==> src/rtl/uart_pkg.sv <==
// Shared types for the UART TX arbiter.
//   arb_state_t : arbiter FSM state (IDLE = arbitrating, XFER = grant held)
//   UART_BYTE_W : width of one byte lane
package uart_pkg;

    typedef enum logic [0:0] {
        IDLE = 1'b0,
        XFER = 1'b1
    } arb_state_t;

    localparam int UART_BYTE_W = 8;

endpackage

==> src/rtl/uart_rr_pick.sv <==
// Round-robin picker: finds the first set bit of i_req at or after i_ptr,
// wrapping cyclically.
//   i_req   : request vector
//   i_ptr   : starting index (0..N-1)
//   o_found : any request set
//   o_idx   : chosen index (valid when o_found)
module uart_rr_pick #(
    parameter int N = 4,
    localparam int IW = $clog2(N)
) (
    input  logic [N-1:0]  i_req,
    input  logic [IW-1:0] i_ptr,
    output logic          o_found,
    output logic [IW-1:0] o_idx
);

    logic [2*N-1:0] w_dbl;
    logic [N-1:0]   w_rot;
    logic [IW-1:0]  w_off;
    logic [IW:0]    w_sum;

    // Rotate so that the pointer position lands on bit 0.
    assign w_dbl = {i_req, i_req};
    assign w_rot = w_dbl[i_ptr +: N];

    // Lowest set bit of the rotated vector wins.
    always_comb begin
        w_off = '0;
        for (int i = N - 1; i >= 0; i--) begin
            if (w_rot[i]) begin
                w_off = IW'(i);
            end
        end
    end

    // Un-rotate: add the pointer back, modulo N.
    assign w_sum   = {1'b0, i_ptr} + {1'b0, w_off};
    assign o_idx   = (w_sum >= (IW+1)'(N)) ? IW'(w_sum - (IW+1)'(N)) : w_sum[IW-1:0];
    assign o_found = |i_req;

endmodule

==> src/rtl/uart_tx_arbiter.sv <==
// Round-robin arbiter sharing the UART TX FIFO write port among N_REQ_p
// valid/ready byte streams. A grant is held until the requester sends a
// byte flagged 'last', MAX_BURST_p bytes have been written, or the FIFO is
// cleared. One arbitration cycle (IDLE) precedes every grant.
//
// Handshake: a byte moves when i_req_valid[k] and o_req_ready[k] are both
// high in the same cycle; ready is only ever raised for the granted index.
//
// Ports:
//   clk, rst_n      : clock, asynchronous active-low reset
//   i_req_valid     : per-requester byte valid
//   i_req_data      : per-requester byte, requester k on [8k+7:8k]
//   i_req_last      : per-requester end-of-packet, qualified by valid
//   o_req_ready     : per-requester ready (one-hot or zero)
//   i_fifo_full     : TX FIFO full, stalls the transfer
//   i_fifo_clear    : TX FIFO clear, aborts the current grant
//   o_fifo_wr_en    : TX FIFO write enable
//   o_fifo_wr_data  : TX FIFO write data (granted byte while XFER, else 0)
//   o_grant_id      : current / most recent grant
//   o_busy          : grant held (XFER)
module uart_tx_arbiter
    import uart_pkg::*;
#(
    parameter int N_REQ_p     = 4,
    parameter int MAX_BURST_p = 16,
    localparam int GW = $clog2(N_REQ_p)
) (
    input  logic                           clk,
    input  logic                           rst_n,
    input  logic [N_REQ_p-1:0]             i_req_valid,
    input  logic [UART_BYTE_W*N_REQ_p-1:0] i_req_data,
    input  logic [N_REQ_p-1:0]             i_req_last,
    output logic [N_REQ_p-1:0]             o_req_ready,
    input  logic                           i_fifo_full,
    input  logic                           i_fifo_clear,
    output logic                           o_fifo_wr_en,
    output logic [UART_BYTE_W-1:0]         o_fifo_wr_data,
    output logic [GW-1:0]                  o_grant_id,
    output logic                           o_busy
);

    localparam logic [7:0] MAX_C = 8'(MAX_BURST_p);

    arb_state_t             r_state, w_next_state;
    logic [GW-1:0]          r_grant, w_next_grant;
    logic [GW-1:0]          r_ptr,   w_next_ptr;
    logic [7:0]             r_count, w_next_count;

    logic                   w_found;
    logic [GW-1:0]          w_pick;
    logic                   w_xfer;
    logic                   w_ready_g;
    logic                   w_transfer;
    logic [UART_BYTE_W-1:0] w_data_g;
    logic [7:0]             w_count_inc;
    logic [GW:0]            w_grant_p1;
    logic [GW-1:0]          w_grant_inc;

    uart_rr_pick #(.N(N_REQ_p)) u_pick (
        .i_req   (i_req_valid),
        .i_ptr   (r_ptr),
        .o_found (w_found),
        .o_idx   (w_pick)
    );

    assign w_xfer      = (r_state == XFER);
    assign w_ready_g   = w_xfer & ~i_fifo_full & ~i_fifo_clear;
    assign w_transfer  = w_ready_g & i_req_valid[r_grant];
    assign w_data_g    = i_req_data[r_grant*UART_BYTE_W +: UART_BYTE_W];
    assign w_count_inc = r_count + 8'd1;
    assign w_grant_p1  = {1'b0, r_grant} + 1'b1;
    assign w_grant_inc = (w_grant_p1 == (GW+1)'(N_REQ_p)) ? '0 : w_grant_p1[GW-1:0];

    always_comb begin
        o_req_ready = '0;
        if (w_ready_g) begin
            o_req_ready[r_grant] = 1'b1;
        end
    end

    assign o_fifo_wr_en   = w_transfer;
    assign o_fifo_wr_data = w_xfer ? w_data_g : '0;
    assign o_grant_id     = r_grant;
    assign o_busy         = w_xfer;

    always_comb begin
        w_next_state = r_state;
        w_next_grant = r_grant;
        w_next_ptr   = r_ptr;
        w_next_count = r_count;
        case (r_state)
            IDLE: begin
                if (w_found) begin
                    w_next_grant = w_pick;
                    w_next_count = '0;
                    w_next_state = XFER;
                end
            end
            XFER: begin
                if (i_fifo_clear) begin
                    // Abort: the FIFO contents are gone, so the requester
                    // must restart its packet under a later grant.
                    w_next_state = IDLE;
                    w_next_count = '0;
                    w_next_ptr   = w_grant_inc;
                end else if (w_transfer) begin
                    w_next_count = w_count_inc;
                    if (i_req_last[r_grant] || (w_count_inc == MAX_C)) begin
                        w_next_state = IDLE;
                        w_next_count = '0;
                        w_next_ptr   = w_grant_inc;
                    end
                end
            end
            default: w_next_state = IDLE;
        endcase
    end

    always_ff @(posedge clk or negedge rst_n) begin
        if (!rst_n) begin
            r_state <= IDLE;
            r_grant <= '0;
            r_ptr   <= '0;
            r_count <= '0;
        end else begin
            r_state <= w_next_state;
            r_grant <= w_next_grant;
            r_ptr   <= w_next_ptr;
            r_count <= w_next_count;
        end
    end

endmodule

==> config.mk <==
export PLATFORM = sky130hd
export DESIGN_NAME = uart_tx_arbiter
export DESIGN_NICKNAME = d
export VERILOG_FILES = /design/src/rtl/uart_pkg.sv /design/src/rtl/uart_rr_pick.sv /design/src/rtl/uart_tx_arbiter.sv
export SDC_FILE = /design/constraint.sdc
export NUM_CORES = 1
export LEC_CHECK = 0
export ABC_AREA = 1
export BUFFER_PORTS_ARGS = -buffer_cell sky130_fd_sc_hd__buf_2
export CAP_MARGIN = 30
export CORE_MARGIN = 1
export CORE_UTILIZATION = 43
export CTS_CLUSTER_DIAMETER = 60
export DETAILED_ROUTE_END_ITERATION = 10
export MAX_ROUTING_LAYER = met4
export PLACE_DENSITY = 0.84
export SETUP_SLACK_MARGIN = 0.4
export SLEW_MARGIN = 20
export SYNTH_ARGS = -nofsm -noshare
export SYNTH_HDL_FRONTEND = slang
export SYNTH_HIERARCHICAL = 1
export SYNTH_SLANG_ARGS = --single-unit
==> constraint.sdc <==
create_clock -name clk -period 1.74 [get_ports clk]
set_input_delay 0.348 -clock clk [delete_from_list [all_inputs] [get_ports clk]]
set_output_delay 0.348 -clock clk [all_outputs]
set_load 0.02 [all_outputs]
## Word-level counts from Yosys, hierarchy flattened

Index checks and enable logic that the tools add are counted.

| storage, ports and cells | value |
|---|---|
| bits of input ports | 44 |
| register bits | 13 |
| output and inout bits | 16 |
| logic and storage cells | 58 |

| cells by class | value |
|---|---|
| order comparisons | 3 |
| equality and inequality tests | 4 |
| reduce and logical (&&, ||, !) cells | 8 |
| muxes and demuxes | 27 |
| shift operators | 2 |
| bitwise logic cells | 6 |
| $add $sub $neg | 4 |

Operators with widths:

| kind | count |
|---|---|
| two-way mux 8 bit | 5 |
| variable part select 32 x 6 -> 8 bit | 1 |
| two-way mux 2 bit | 9 |
| case mux 8 bit (2 select lines) | 1 |
| adder 8 x 1 -> 8 bit, second input constant | 1 |
| == test 8 x 5 -> 1 bit, second input constant | 1 |
| variable part select 8 x 3 -> 4 bit | 1 |
| two-way mux 1 bit | 7 |
| binary-select mux 1 bit (select 2 bit) | 2 |
| two-way mux 4 bit | 1 |
| AND reduction 2 bit | 2 |
| nonzero test 2 bit | 2 |
| OR reduction 4 bit | 1 |
| adder 2 x 1 -> 3 bit, second input constant | 1 |
| adder 2 x 2 -> 3 bit | 1 |
| AND 1 bit | 3 |
| == test 3 bit, second input constant | 1 |
| greater-or-equal comparator 3 bit, second input constant | 1 |
| < comparator 2 x 3 -> 1 bit, second input constant | 1 |
| inequality test 3 bit, second input constant | 1 |
| inverter 1 bit | 3 |
| AND reduction 3 bit | 1 |
| demux 1 bit (select 2 bit) | 1 |
| greater-or-equal comparator 2 x 1 -> 1 bit, second input constant | 1 |
| 5 further kinds | 5 |

## Logic depth before layout (Yosys ltp)

Gate-level depths: netlist of the first run.

| logic depth | value |
|---|---|
| depth after elaboration | 8 |
| gate-level depth with buffers | 13 |
| depth with buffers taken out | 13 |

## Cells and area by module

The synthesis of the first run kept the hierarchy.

By module, submodules not included:

| module | times used | cells an instance | area each (um2) | sequential area each (um2) |
|---|---|---|---|---|
| uart_tx_arbiter | 1 | 198 | 1,224.9 | 325.3 |
| uart_rr_pick | 1 | 35 | 167.7 | 0.0 |

## Worst setup path before layout of the first run

No wires, ideal clock.

| timing path | value |
|---|---|
| kind | register to output |
| start | register r_grant[0] (netlist: o_grant_id[0]) |
| end | output port o_req_ready[0] |
| setup slack | -179 ps |
| buffers on the path | 2 |
| arrival time | 1,571 ps |
| cell stages (with the launch flop) | 7 |
| data required time | 1,392 ps |
| cell sequence | dfrtp_1 > inv_1 > buf_2 > clkbuf_1 > ha_1 > inv_1 > nor2_1 |

| on the way | value |
|---|---|
| longest elaborated chain between the ends | 5 |
| elaborated cells on any way between the ends | 6 |
| those cells by class | 2 x order compare; 3 x mux; 1 x reduce/logical |

Ends and longest elaborated chain:

| element | RTL line | text |
|---|---|---|
| start, declared | uart_tx_arbiter.sv:45 | `logic [GW-1:0] r_grant, w_next_grant;` |
| start signal, assigned | uart_tx_arbiter.sv:127 | `r_grant <= w_next_grant;` |
| < comparator 2 x 3 -> 1 bit (not written as such) / greater-or-equal comparator 2 x 1 -> 1 bit (equally long branches) | uart_tx_arbiter.sv:77 | `o_req_ready[r_grant] = 1'b1;` |
| logical AND 1 bit (not written as such) | uart_tx_arbiter.sv:77 |  |
| two-way mux 1 bit (not written as such) | uart_tx_arbiter.sv:77 |  |
| demux 1 bit (select 2 bit) * | uart_tx_arbiter.sv:77 |  |
| two-way mux 4 bit * | uart_tx_arbiter.sv:76 | `if (w_ready_g) begin` |
| end, declared | uart_tx_arbiter.sv:33 | `output logic [N_REQ_p-1:0] o_req_ready,` |

Mark *: on every way between the ends. The rest lies on a longest branch, timed or not.

## Final worst setup path of the first run

| timing path | value |
|---|---|
| start | register r_grant[0] (netlist: o_grant_id[0]) |
| end | output port o_fifo_wr_data[5] |

| on the way | value |
|---|---|
| longest elaborated chain between the ends | 2 |

Ends and longest elaborated chain:

| element | RTL line | text |
|---|---|---|
| variable part select 32 x 6 -> 8 bit | uart_tx_arbiter.sv:69 | `assign w_data_g = i_req_data[r_grant*UART_BYTE_W +: UART_BYTE_W];` |
| two-way mux 8 bit | uart_tx_arbiter.sv:82 | `assign o_fifo_wr_data = w_xfer ? w_data_g : '0;` |
| end, declared | uart_tx_arbiter.sv:37 | `output logic [UART_BYTE_W-1:0] o_fifo_wr_data,` |

No other way between the ends.

==> metrics.json, run 1 <==
{
  "synthArstFlopShare_pct": 100,
  "total_switching_power_mw": 1.86,
  "setup_violations": 12,
  "grt-ovfl-total": 0,
  "mappedNetlistNets": 284,
  "detailedPlace.worstSlack_ns": -0.0541,
  "fin_util_pct": 76.8,
  "remaining_drc_errors": 0,
  "cp.arrival_ns": 1.61,
  "multi_input_area_um2": 1160,
  "power_frac_seq_pct": 14.6,
  "hold_path.class": "input port to async pin",
  "clock-sinks": 13,
  "mostFrequentLayoutCells": "sky130_fd_sc_hd__buf_2, sky130_fd_sc_hd__nor2_1, sky130_fd_sc_hd__nand2_1",
  "place.detailed.hpwl_um": 2800,
  "postRouteWirelength_um": 5310,
  "cap_violations": 0,
  "port_buffers": 59,
  "crit_required_ns": 1.39,
  "total_via_count_after_detailed_routing": 1947,
  "share_of_layout_cells_above_drive_strength_1_pct": 52.4,
  "combinational_share_of_power_pct": 79.7,
  "placement_rows": 20,
  "intPower_mw": 1.70,
  "pwr_density_cell_nw_per_um2": 1520,
  "root_buffer": "sky130_fd_sc_hd__clkbuf_4",
  "startpoint_type": "flip-flop",
  "synth_enable_flop_cells": 0,
  "final.fill_count": 207,
  "core_area_um2": 3050,
  "clk_latency_ns": 0.29,
  "p_leak_nw": 1.13,
  "via_per_inst": 5.39,
  "power.share.clock_pct": 5.8,
  "synth.distinct_cells": 23,
  "die_w_um": 58.9,
  "ctsHtreeMaxLevel": 1,
  "syn-mean-instance-area_um2": 5.98,
  "synth_warnings": 6,
  "skew_ns": 0.00588,
  "cp-end-kind": "primary output",
  "routability_congestion_estimate_from_global_placement": 0.955,
  "drt_pre_antenna_iters": 4,
  "layout_setup_ws_ns": -0.213,
  "setup.reg_to_reg.worst_slack_ns": -0.01,
  "synth_top_cell_area_share_pct": 23.4,
  "largest_net_degree_at_the_start_of_global_routing": 24,
  "critical_path_class": "flip-flop to primary output",
  "ant_nets": 0,
  "rsz0062_at_grt": "true",
  "initial_core_util_pct": 45.6,
  "synth-seq-cells": 13,
  "p_total_mw": 3.56,
  "grtUsageTotal_pct": 25.4,
  "synthCells": 233,
  "design.die.area_um2": 3470,
  "grt_antenna_before_repair": 0,
  "min_period_ns": 1.95,
  "finalCritPeriodShare_pct": 112,
  "max_slew.worst_pin.slew_ns": 0.296,
  "leading_cell_type_in_the_layout_fill_and_taps_excluded": "sky130_fd_sc_hd__buf_2",
  "final_hold_viol_count": 0,
  "insertedDiodeCount": 0,
  "sequential_share_of_the_synthesized_area_pct": 23.4,
  "detail_route.iter0.violations": 262,
  "netlist_area_um2": 1390,
  "yosys.area.top_type": "sky130_fd_sc_hd__dfrtp_1",
  "maxSlewHeadroom_pct": 80.1,
  "dieHeight_um": 58.9,
  "crit_path_max_fanout": 11,
  "power.switching_fraction_pct": 52.2,
  "final-seq-area_um2": 333,
  "cts.clk_slew.worst_paths_ns": 0.09,
  "io_pins": 60,
  "synthTopCellsByArea": "sky130_fd_sc_hd__dfrtp_1, sky130_fd_sc_hd__nand2_1, sky130_fd_sc_hd__nor2_1",
  "fin_worst_hold_slack_ns": 0.463,
  "status": "complete, but fails checks",
  "clock.fmax_ghz": 0.512,
  "timing_max_transition_violations_final": 0,
  "area_growth_syn_to_layout_pct": 68.5,
  "vias_in_the_first_global_route": 1596,
  "grt_first_pass_wirelength_um": 6550,
  "tritoncts": "yes",
  "nNetsFinal": 369,
  "clock_buffers_created_by_tritoncts": 3,
  "vdd_ir_drop_max_mv": 0.854,
  "wl_per_cell_um": 14.7,
  "synth_top_flop_cell": "sky130_fd_sc_hd__dfrtp_1",
  "clock_tree.buffer_depth": 2,
  "setup-tns-final_ns": -1.13,
  "failed_checks": "negative setup slack"
}
path summary, 6_finish.rpt:
kind,endpoint,from,cells after the start
max,o_fifo_wr_data[5],o_grant_id[0],6
min,r_count[4],rst_n,2
max reg2reg,o_grant_id[1],r_ptr[0],13
min reg2reg,r_count[7],r_count[7],2
max in group asynchronous,o_grant_id[1],rst_n,2
min in group clk,r_count[2],i_fifo_clear,5
synthesized netlist by cell type, types with 4 or more instances:
cell type / count
sky130_fd_sc_hd__a21oi_1: 12
sky130_fd_sc_hd__inv_1: 22
sky130_fd_sc_hd__nor2_1: 46
sky130_fd_sc_hd__nand2_1: 53
sky130_fd_sc_hd__nand3_1: 29
sky130_fd_sc_hd__o21ai_0: 18
sky130_fd_sc_hd__ha_1: 7
sky130_fd_sc_hd__dfrtp_1: 13
sky130_fd_sc_hd__nand4_1: 5
sky130_fd_sc_hd__o21ai_2: 4
sky130_fd_sc_hd__inv_2: 4
sequential cells by signal (all words and copies together), names as in the netlist:
signal	count
o_busy	1
o_grant_id	2
r_count	8
r_ptr	2
critical path, stage by stage (launching register included):
cell and delay [ns]:
sky130_fd_sc_hd__dfrtp_2 0.47, sky130_fd_sc_hd__clkbuf_16 0.20, sky130_fd_sc_hd__nor2_1 0.06, sky130_fd_sc_hd__nor2_1 0.13
sky130_fd_sc_hd__o21ai_0 0.15, sky130_fd_sc_hd__a21oi_2 0.17, sky130_fd_sc_hd__buf_6 0.13
per-stage QoR:
step           instances  cell area (µm²)
3_3_place_gp         336             1850
6_report             361             2350
2_1_floorplan        233             1520
5_1_grt              361             2350
3_5_place_dp         336             1850
4_1_cts              356             2190
what timing repair did:
action / 4_1_cts / 5_1_grt
endpoints found under the hold margin: 13 / 0
setup endpoints to repair: 27 / 29
setup buffers: 13 / 4
pin swaps: 19 / 10
gates resized for setup: 62 / 27
hold buffers: 1 / 0
gates cloned: 2 / 1
area by class of cell:
| class | count | area share [%] |
|---|---|---|
| Sequential cell | 13 | 14.2 |
| Tap cell | 44 | 2.35 |
| Timing Repair Buffer | 85 | 26.7 |
| Inverter | 27 | 5.71 |
| Multi-Input combinational cell | 186 | 49.4 |
| Clock buffer | 4 | 1.12 |
| Timing Repair inverter | 2 | 0.533 |
routing by layer:
metal  track usage [%]  vias up  routed length (µm)
met3              5.93       18                 375
met4              9.18        0                 180
met5                 -        -                   0
li1                  -      924                   -
met1              26.6      907                2040
met2              46.1       98                2710
cells by family (layout without fill, tap and decap cells):
| family | count (synthesis) | in the layout | synth area share [%] |
|---|---|---|---|
| simple gates | 139 | 139 | 43.6 |
| xor+xnor | 2 | 2 | 1.26 |
| fa+ha+maj | 7 | 7 | 6.29 |
| flops | 13 | 13 | 23.4 |
| buf+inv | 34 | 118 | 10.6 |
| compound gates | 38 | 38 | 14.9 |
power by group through the flow:
stage / Combinational, mW / Clock, mW / Sequential (mW)
2_1_floorplan: 1.41 / 0 / 0.538
3_3_place_gp: 1.83 / 0 / 0.506
3_5_place_dp: 1.86 / 0 / 0.512
4_1_cts: 2.41 / 0.201 / 0.491
5_1_grt: 3.03 / 0.223 / 0.524
6_report: 2.83 / 0.205 / 0.518
Note: power is estimated with default switching activity, not from simulation.
==> run 2: changes to the inputs <==
Settings changed: CORE_UTILIZATION 43 to 45.
Clock period 1.74 ns to 2.4 ns, I/O delays scaled along.
==> metrics.json, run 2 (synthesis gave the netlist of run 1 again) <==
{
  "clock_buffers_created_by_tritoncts": {"value": 3, "change": "unchanged"},
  "layoutNonFillerInstCount": {"value": 332, "change": "was 361"},
  "critical_path_class": {"value": "flip-flop to primary output", "change": "unchanged"},
  "nNetsFinal": {"value": 353, "change": "was 369"},
  "clock.fmax_ghz": 0.479,
  "place.detailed.instances": {"value": 318, "change": "was 336"},
  "pwr_density_cell": {"value": 1070, "unit": "nW/µm²", "change": "was 1520 nW/µm²"},
  "startpoint_type": {"value": "flip-flop", "change": "unchanged"},
  "detail_route.iter0.violations": {"value": 114, "change": "was 262"},
  "max_slew.worst_pin.slew": {"value": 0.320, "unit": "ns", "change": "was 0.296 ns"},
  "fin_util": {"value": 67.9, "unit": "%", "change": "was 76.8%"},
  "remaining_drc_errors": {"value": 2, "change": "was 0"},
  "crit_path_max_fanout": {"value": 12, "change": "was 11"},
  "grt-ovfl-total": {"value": 0, "change": "unchanged"},
  "die_w": {"value": 57.6, "unit": "µm", "change": "was 58.9 µm"},
  "crit_required": {"value": 1.92, "unit": "ns", "change": "was 1.39 ns"},
  "setup.reg_to_reg.worst_slack": {"value": 0.57, "unit": "ns", "change": "was -0.01 ns"},
  "total_via_count_after_detailed_routing": {"value": 1788, "change": "was 1947"},
  "maxSlewHeadroom": {"value": 78.6, "unit": "%", "change": "was 80.1%"},
  "clock_tree.buffer_depth": {"value": 2, "change": "unchanged"},
  "dieHeight": {"value": 57.6, "unit": "µm", "change": "was 58.9 µm"},
  "ant_nets": {"value": 0, "change": "unchanged"},
  "initial_core_util": {"value": 48.8, "unit": "%", "change": "was 45.6%"},
  "setup_violations": {"value": 0, "change": "was 12"},
  "vias_in_the_first_global_route": {"value": 1477, "change": "was 1596"},
  "fin_worst_hold_slack": {"value": 0.0572, "unit": "ns", "change": "was 0.463 ns"},
  "timing_max_transition_violations_final": {"value": 0, "change": "unchanged"},
  "rsz0062_at_grt": {"value": "true", "change": "unchanged"},
  "p_total": {"value": 2.07, "unit": "mW", "change": "was 3.56 mW"},
  "drt_pre_antenna_iters": {"value": 9, "change": "was 4"},
  "ff2ff_path_depth": {"value": 13, "change": "unchanged"},
  "io_pins": {"value": 60, "change": "unchanged"},
  "mostFrequentLayoutCells": {"value": "sky130_fd_sc_hd__buf_2, sky130_fd_sc_hd__nand2_1, sky130_fd_sc_hd__nor2_1", "change": "was sky130_fd_sc_hd__buf_2, sky130_fd_sc_hd__nor2_1, sky130_fd_sc_hd__nand2_1"},
  "status": {"value": "complete, but fails checks", "change": "unchanged"},
  "postRouteWirelength": {"value": 4540, "unit": "µm", "change": "was 5310 µm"},
  "wl_per_cell": {"value": 13.7, "unit": "µm", "change": "was 14.7 µm"},
  "port_buffers": {"value": 59, "change": "unchanged"},
  "root_buffer": {"value": "sky130_fd_sc_hd__clkbuf_4", "change": "unchanged"},
  "hold_path.class": {"value": "input port to async pin", "change": "unchanged"},
  "area_growth_syn_to_layout": {"value": 39.0, "unit": "%", "change": "was 68.5%"},
  "min_period_ns": 2.09,
  "failed_checks": {"value": "design-rule violations", "change": "was negative setup slack"},
  "tritoncts": {"value": "yes", "change": "unchanged"},
  "placement_rows": {"value": 19, "change": "was 20"},
  "vdd_ir_drop_max": {"value": 0.633, "unit": "mV", "change": "was 0.854 mV"},
  "skew": {"value": 0.0112, "unit": "ns", "change": "was 0.00588 ns"},
  "ctsHtreeMaxLevel": {"value": 1, "change": "unchanged"},
  "cts.clk_slew.worst_paths": {"value": 0.09, "unit": "ns", "change": "about the same"},
  "core_area": {"value": 2850, "unit": "µm²", "change": "was 3050 µm²"},
  "grt_first_pass_wirelength": {"value": 6500, "unit": "µm", "change": "was 6550 µm"},
  "design.die.area": {"value": 3320, "unit": "µm²", "change": "was 3470 µm²"},
  "finalCritPeriodShare_pct": 87.0,
  "largest_reg_flops": {"value": 8, "change": "unchanged"},
  "routability_congestion_estimate_from_global_placement": {"value": 0.896, "change": "was 0.955"},
  "insertedDiodeCount": {"value": 0, "change": "unchanged"},
  "setup-tns-final": {"value": 0, "unit": "ns", "change": "was -1.13 ns"},
  "final_hold_viol_count": {"value": 0, "change": "unchanged"},
  "regMostFlops": {"value": "r_count", "change": "unchanged"},
  "p_leak": {"value": 1.01, "unit": "nW", "change": "was 1.13 nW"},
  "leading_cell_type_in_the_layout_fill_and_taps_excluded": {"value": "sky130_fd_sc_hd__buf_2", "change": "unchanged"},
  "clock-sinks": {"value": 13, "change": "unchanged"},
  "clk_latency": {"value": 0.29, "unit": "ns", "change": "about the same"},
  "via_per_inst": {"value": 5.39, "change": "about the same"},
  "cp.arrival": {"value": 1.61, "unit": "ns", "change": "about the same"},
  "cts.hold.buffers_added": {"value": 0, "change": "was 1"},
  "cp-end-kind": {"value": "primary output", "change": "unchanged"},
  "largest_net_degree_at_the_start_of_global_routing": {"value": 26, "change": "was 24"},
  "place.detailed.hpwl": {"value": 2850, "unit": "µm", "change": "was 2800 µm"},
  "grtUsageTotal": {"value": 25.5, "unit": "%", "change": "was 25.4%"},
  "cap_violations": {"value": 0, "change": "unchanged"},
  "share_of_layout_cells_above_drive_strength_1": {"value": 35.9, "unit": "%", "change": "was 52.4%"},
  "grt_antenna_before_repair": {"value": 0, "change": "unchanged"}
}
-- run 2: path summary, 6_finish.rpt --
path / startpoint / endpoint
max: o_grant_id[1] / o_fifo_wr_data[7]
min: rst_n / r_count[5]
max reg2reg: r_ptr[0] / o_grant_id[1]
min reg2reg: r_ptr[0] / r_ptr[0]
max in group asynchronous: rst_n / o_grant_id[0]
min in group clk: i_fifo_clear / r_count[2]
-- run 2: critical path: stages, from the launching register on --
cell                         delay, ns
sky130_fd_sc_hd__dfrtp_1          0.43
sky130_fd_sc_hd__clkinvlp_4       0.26
sky130_fd_sc_hd__nor2_1           0.19
sky130_fd_sc_hd__o21ai_0          0.14
sky130_fd_sc_hd__a21oi_2          0.13
sky130_fd_sc_hd__buf_2            0.16
-- run 2: routing by layer --
layer  vias to the layer above  track usage (%)  part of all wire (%)
met3                        14             2.68                   6.7
met2                        77             41.0                    48
met5                         -                -                     0
met1                       801             32.4                    42
met4                         0             11.8                   3.1
li1                        896                -                     -
-- run 2: power breakdown --
group          total (mW)  switching (mW)  internal, mW
logic                1.57           0.963         0.604
registers           0.356          0.0836         0.273
clock network       0.146          0.0818        0.0647
total                2.07            1.13         0.942
-- run 2: area by class of cell --
cell class / count / area (µm²)
inverters: 27 / 114
repair inverters: 3 / 22.5
well taps: 31 / 38.8
flip-flops and latches: 13 / 329
repair buffers: 68 / 430
fillers: 253 / 917
clock buffers: 4 / 26.3
multi-input cells: 186 / 975
-- run 2: per-stage QoR --
step           setup WS (ns)  instance area, µm²
2_1_floorplan          0.426                1430
3_3_place_gp           0.525                1740
3_5_place_dp           0.459                1740
4_1_cts                0.391                1800
5_1_grt                0.266                1940
6_report               0.311                1940
-- run 2: timing repair --
| action | 4_1_cts | 5_1_grt |
|---|---|---|
| pin swaps | 0 | 4 |
| buffers inserted | 0 | 4 |
| resized for setup | 8 | 17 |
| gates cloned | 2 | 4 |
| endpoints found under the hold margin | 0 | 0 |
| endpoints found under the setup margin | 13 | 16 |
==> run 3: changes to the inputs <==
Settings changed: CTS_CLUSTER_SIZE set to 20, PLACE_DENSITY 0.84 to 0.85, SYNTH_HIERARCHICAL 1 to not set.
==> metrics.json, run 3 <==
{
  "sequential_share_of_the_synthesized_area": {"value": 24.0, "unit": "%", "change": "was 23.4%"},
  "mappedNetlistNets": {"value": 281, "change": "was 284"},
  "synth_enable_flop_cells": {"value": 0, "change": "unchanged"},
  "synthTopCellsByArea": {"value": "sky130_fd_sc_hd__dfrtp_1, sky130_fd_sc_hd__nand2_1, sky130_fd_sc_hd__nor2_1", "change": "unchanged"},
  "port_buffers": {"value": 59, "change": "unchanged"},
  "max_slew.worst_pin.slew": {"value": 0.337, "unit": "ns", "change": "was 0.320 ns"},
  "p_leak": {"value": 0.949, "unit": "nW", "change": "was 1.01 nW"},
  "nNetsFinal": {"value": 345, "change": "was 353"},
  "final_hold_viol_count": {"value": 0, "change": "unchanged"},
  "clock_buffers_created_by_tritoncts": {"value": 3, "change": "unchanged"},
  "yosysMostFrequentCell": {"value": "sky130_fd_sc_hd__nand2_1", "change": "unchanged"},
  "clock.fmax": {"value": 0.512, "unit": "GHz", "change": "was 0.479 GHz"},
  "worstPathBufferInverterCount": {"value": 3, "change": "was 2"},
  "placement_rows": {"value": 19, "change": "unchanged"},
  "dieHeight": {"value": 56.9, "unit": "µm", "change": "was 57.6 µm"},
  "setup_violations": {"value": 0, "change": "unchanged"},
  "power.switching_fraction": {"value": 53.2, "unit": "%", "change": "was 54.5%"},
  "root_buffer": {"value": "sky130_fd_sc_hd__clkbuf_4", "change": "unchanged"},
  "vias_in_the_first_global_route": {"value": 1411, "change": "was 1477"},
  "grt_first_pass_wirelength": {"value": 6090, "unit": "µm", "change": "was 6500 µm"},
  "cp_cell_sequence": {"value": "inv_6 > nand2_1 > nand3_1 > nand2_1 > nand2_1 > inv_1 > buf_4", "change": "was clkinvlp_4 > nor2_1 > o21ai_0 > a21oi_2 > buf_2"},
  "place.detailed.hpwl": {"value": 2760, "unit": "µm", "change": "was 2850 µm"},
  "synth.distinct_cells": {"value": 23, "change": "unchanged"},
  "initial_core_util": {"value": 48.3, "unit": "%", "change": "was 48.8%"},
  "skew": {"value": 0.00445, "unit": "ns", "change": "was 0.0112 ns"},
  "cts.clk_slew.worst_paths": {"value": 0.08, "unit": "ns", "change": "was 0.09 ns"},
  "design.die.area": {"value": 3240, "unit": "µm²", "change": "was 3320 µm²"},
  "min_period": {"value": 1.95, "unit": "ns", "change": "was 2.09 ns"},
  "combinational_share_of_power": {"value": 72.8, "unit": "%", "change": "was 75.7%"},
  "intPower": {"value": 879, "unit": "µW", "change": "was 942 µW"},
  "ant_nets": {"value": 0, "change": "unchanged"},
  "power.share.clock": {"value": 7.2, "unit": "%", "change": "was 7.1%"},
  "total_switching_power": {"value": 1.00, "unit": "mW", "change": "was 1.13 mW"},
  "total_via_count_after_detailed_routing": {"value": 1641, "change": "was 1788"},
  "syn-mean-instance-area": {"value": 5.92, "unit": "µm²", "change": "was 5.98 µm²"},
  "io_pins": {"value": 60, "change": "unchanged"},
  "yosys.area.top_type": {"value": "sky130_fd_sc_hd__dfrtp_1", "change": "unchanged"},
  "tritoncts": {"value": "yes", "change": "unchanged"},
  "timing_max_transition_violations_final": {"value": 0, "change": "unchanged"},
  "startpoint_type": {"value": "flip-flop", "change": "unchanged"},
  "clock-sinks": {"value": 13, "change": "unchanged"},
  "critical-path-slowest-cell": {"value": "sky130_fd_sc_hd__dfrtp_2", "change": "was sky130_fd_sc_hd__dfrtp_1"},
  "cap_violations": {"value": 0, "change": "unchanged"},
  "cp-end-kind": {"value": "primary output", "change": "unchanged"},
  "critical_path_class": {"value": "flip-flop to primary output", "change": "unchanged"},
  "largest_reg_flops": {"value": 8, "change": "unchanged"},
  "clk_latency": {"value": 0.28, "unit": "ns", "change": "was 0.29 ns"},
  "synthArstFlopShare": {"value": 100, "unit": "%", "change": "unchanged"},
  "cts.hold.buffers_added": {"value": 0, "change": "unchanged"},
  "remaining_drc_errors": {"value": 8, "change": "was 2"},
  "routability_congestion_estimate_from_global_placement": {"value": 0.880, "change": "was 0.896"},
  "finalInstanceArea": {"value": 1830, "unit": "µm²", "change": "was 1940 µm²"},
  "synth_top_cell_area_share": {"value": 24.0, "unit": "%", "change": "was 23.4%"},
  "path_common_cell": "sky130_fd_sc_hd__nand2_1",
  "die_w": {"value": 56.9, "unit": "µm", "change": "was 57.6 µm"},
  "crit_path_max_fanout": {"value": 23, "change": "was 12"},
  "multi_input_area": {"value": 940, "unit": "µm²", "change": "was 975 µm²"},
  "fin_worst_hold_slack": {"value": 0.0816, "unit": "ns", "change": "was 0.0572 ns"},
  "regMostFlops": {"value": "r_count", "change": "unchanged"},
  "status": {"value": "complete, but fails checks", "change": "unchanged"},
  "postRouteWirelength": {"value": 3760, "unit": "µm", "change": "was 4540 µm"},
  "maxSlewHeadroom": {"value": 77.5, "unit": "%", "change": "was 78.6%"},
  "wl_per_cell": {"value": 11.6, "unit": "µm", "change": "was 13.7 µm"},
  "failed_checks": {"value": "design-rule violations", "change": "unchanged"},
  "power_frac_seq": {"value": 19.9, "unit": "%", "change": "was 17.2%"},
  "detail_route.iter0.violations": {"value": 125, "change": "was 114"},
  "rsz0062_at_grt": {"value": "true", "change": "unchanged"},
  "synth_warnings": {"value": 0, "change": "was 6"},
  "netlist_area": {"value": 1360, "unit": "µm²", "change": "was 1390 µm²"},
  "grt-ovfl-total": {"value": 0, "change": "unchanged"},
  "final-seq-area": {"value": 328, "unit": "µm²", "change": "was 329 µm²"},
  "share_of_layout_cells_above_drive_strength_1": {"value": 33.9, "unit": "%", "change": "was 35.9%"},
  "leading_cell_type_in_the_layout_fill_and_taps_excluded": {"value": "sky130_fd_sc_hd__nand2_1", "change": "was sky130_fd_sc_hd__buf_2"},
  "setup.reg_to_reg.worst_slack": {"value": 0.70, "unit": "ns", "change": "was 0.57 ns"},
  "hold_path.class": {"value": "input port to async pin", "change": "unchanged"},
  "finalCritPeriodShare": {"value": 81.4, "unit": "%", "change": "was 87.0%"},
  "placed_area": {"value": 1710, "unit": "µm²", "change": "was 1740 µm²"},
  "ff2ff_path_depth": {"value": 9, "change": "was 13"},
  "grtUsageTotal": {"value": 24.0, "unit": "%", "change": "was 25.5%"},
  "rr_endpoint": {"value": "r_count[5]", "change": "was o_grant_id[1]"},
  "cp.arrival": {"value": 1.47, "unit": "ns", "change": "was 1.61 ns"},
  "rr_startpoint": {"value": "o_grant_id[0]", "change": "was r_ptr[0]"},
  "cell_types_with_the_highest_counts_after_synthesis": {"value": "sky130_fd_sc_hd__nand2_1, sky130_fd_sc_hd__nor2_1, sky130_fd_sc_hd__nand3_1", "change": "unchanged"},
  "area_growth_syn_to_layout": {"value": 34.6, "unit": "%", "change": "was 39.0%"},
  "synth-seq-cells": {"value": 13, "change": "unchanged"},
  "cp_top_family": {"value": "flip-flops", "change": "unchanged"},
  "vdd_ir_drop_max": {"value": 0.482, "unit": "mV", "change": "was 0.633 mV"},
  "grt_antenna_before_repair": {"value": 0, "change": "unchanged"},
  "synth_top_flop_cell": {"value": "sky130_fd_sc_hd__dfrtp_1", "change": "unchanged"},
  "synthCells": {"value": 229, "change": "was 233"},
  "final.fill_count": {"value": 250, "change": "was 253"},
  "drt_pre_antenna_iters": {"value": 8, "change": "was 9"},
  "mostFrequentLayoutCells": {"value": "sky130_fd_sc_hd__nand2_1, sky130_fd_sc_hd__buf_2, sky130_fd_sc_hd__nor2_1", "change": "was sky130_fd_sc_hd__buf_2, sky130_fd_sc_hd__nand2_1, sky130_fd_sc_hd__nor2_1"},
  "critical_path.max_stage_delay": {"value": 0.49, "unit": "ns", "change": "was 0.43 ns"},
  "core_area": {"value": 2810, "unit": "µm²", "change": "was 2850 µm²"},
  "clock_tree.buffer_depth": {"value": 2, "change": "unchanged"},
  "pwr_density_cell": {"value": 1030, "unit": "nW/µm²", "change": "was 1070 nW/µm²"},
  "largest_net_degree_at_the_start_of_global_routing": {"value": 24, "change": "was 26"},
  "crit_required": {"value": 1.92, "unit": "ns", "change": "about the same"},
  "ctsHtreeMaxLevel": {"value": 1, "change": "unchanged"},
  "setup-tns-final": {"value": 0, "unit": "ns", "change": "unchanged"},
  "via_per_inst": {"value": 5.08, "change": "was 5.39"},
  "insertedDiodeCount": {"value": 0, "change": "unchanged"}
}
[run 3: cell count changes after synthesis, sizes merged, moves of 2 or more]
cell / delta
nand2: +2
nand3: -5
nand4: -3
nor2: +4
[run 3: layout make-up]
type | instances | share of cell area (%)
multi-input cells | 184 | 51.5
repair buffers | 64 | 20.8
flip-flops and latches | 13 | 18.0
inverters | 26 | 5.83
well taps | 31 | 2.12
clock buffers | 4 | 1.44
repair inverters | 1 | 0.411
[run 3: routing by layer]
layer | vias up | global-route usage (%) | share of wire, %
li1 | 859 | - | -
met1 | 734 | 31.9 | 45
met2 | 42 | 39.0 | 50
met3 | 6 | 2.53 | 4.2
met4 | 0 | 6.27 | 1.3
met5 | - | - | 0
[run 3: repair_timing]
action	CTS	global route
setup buffers	1	1
endpoints found under the setup margin	11	10
hold endpoints to repair	0	0
pin swaps	0	1
cloned	0	2
gates resized for setup	3	16
[run 3: power by group through the flow]
stage / clock network [mW] / registers (mW) / logic, mW
after floorplan: 0 / 0.371 / 0.889
after global placement: 0 / 0.352 / 1.18
after detailed placement: 0 / 0.358 / 1.21
after CTS: 0.142 / 0.348 / 1.25
after global routing: 0.146 / 0.384 / 1.53
final: 0.136 / 0.375 / 1.37
[run 3: cell families (layout without fill, tap and decap cells)]
family	count (synthesis)	in the layout	share of synthesized area [%]
AO/OA/AOI/OAI	37	37	14.8
XOR/XNOR	2	2	1.85
adder cells (fa/ha/maj)	8	8	7.38
buffers and inverters	32	95	9.32
flip-flops	13	13	24.0
AND/OR/NAND/NOR	137	137	42.7
[run 3: metrics by stage]
stage / std cells / utilization [%] / power [mW] / setup slack, ns
finish: 323 / 65.1 / 1.88 / 0.447
global route: 323 / 65.1 / 2.06 / 0.373
CTS: 320 / 62.5 / 1.74 / 0.405
detailed placement: 315 / 61.0 / 1.57 / 0.524
global placement: 315 / 61.0 / 1.53 / 0.587
floorplan: 229 / - / 1.26 / 0.456
[run 3: worst max path at each step]
stage	startpoint	to	slack, ns	cells after the start
finish	o_grant_id[0]	o_fifo_wr_en	0.45	7
global route	o_grant_id[0]	o_fifo_wr_data[0]	0.37	6
CTS	o_grant_id[1]	o_req_ready[0]	0.41	5
detailed placement	o_grant_id[0]	o_fifo_wr_data[5]	0.52	6
global placement	o_grant_id[0]	o_fifo_wr_data[0]	0.59	6
floorplan	o_grant_id[0]	o_fifo_wr_data[6]	0.46	6
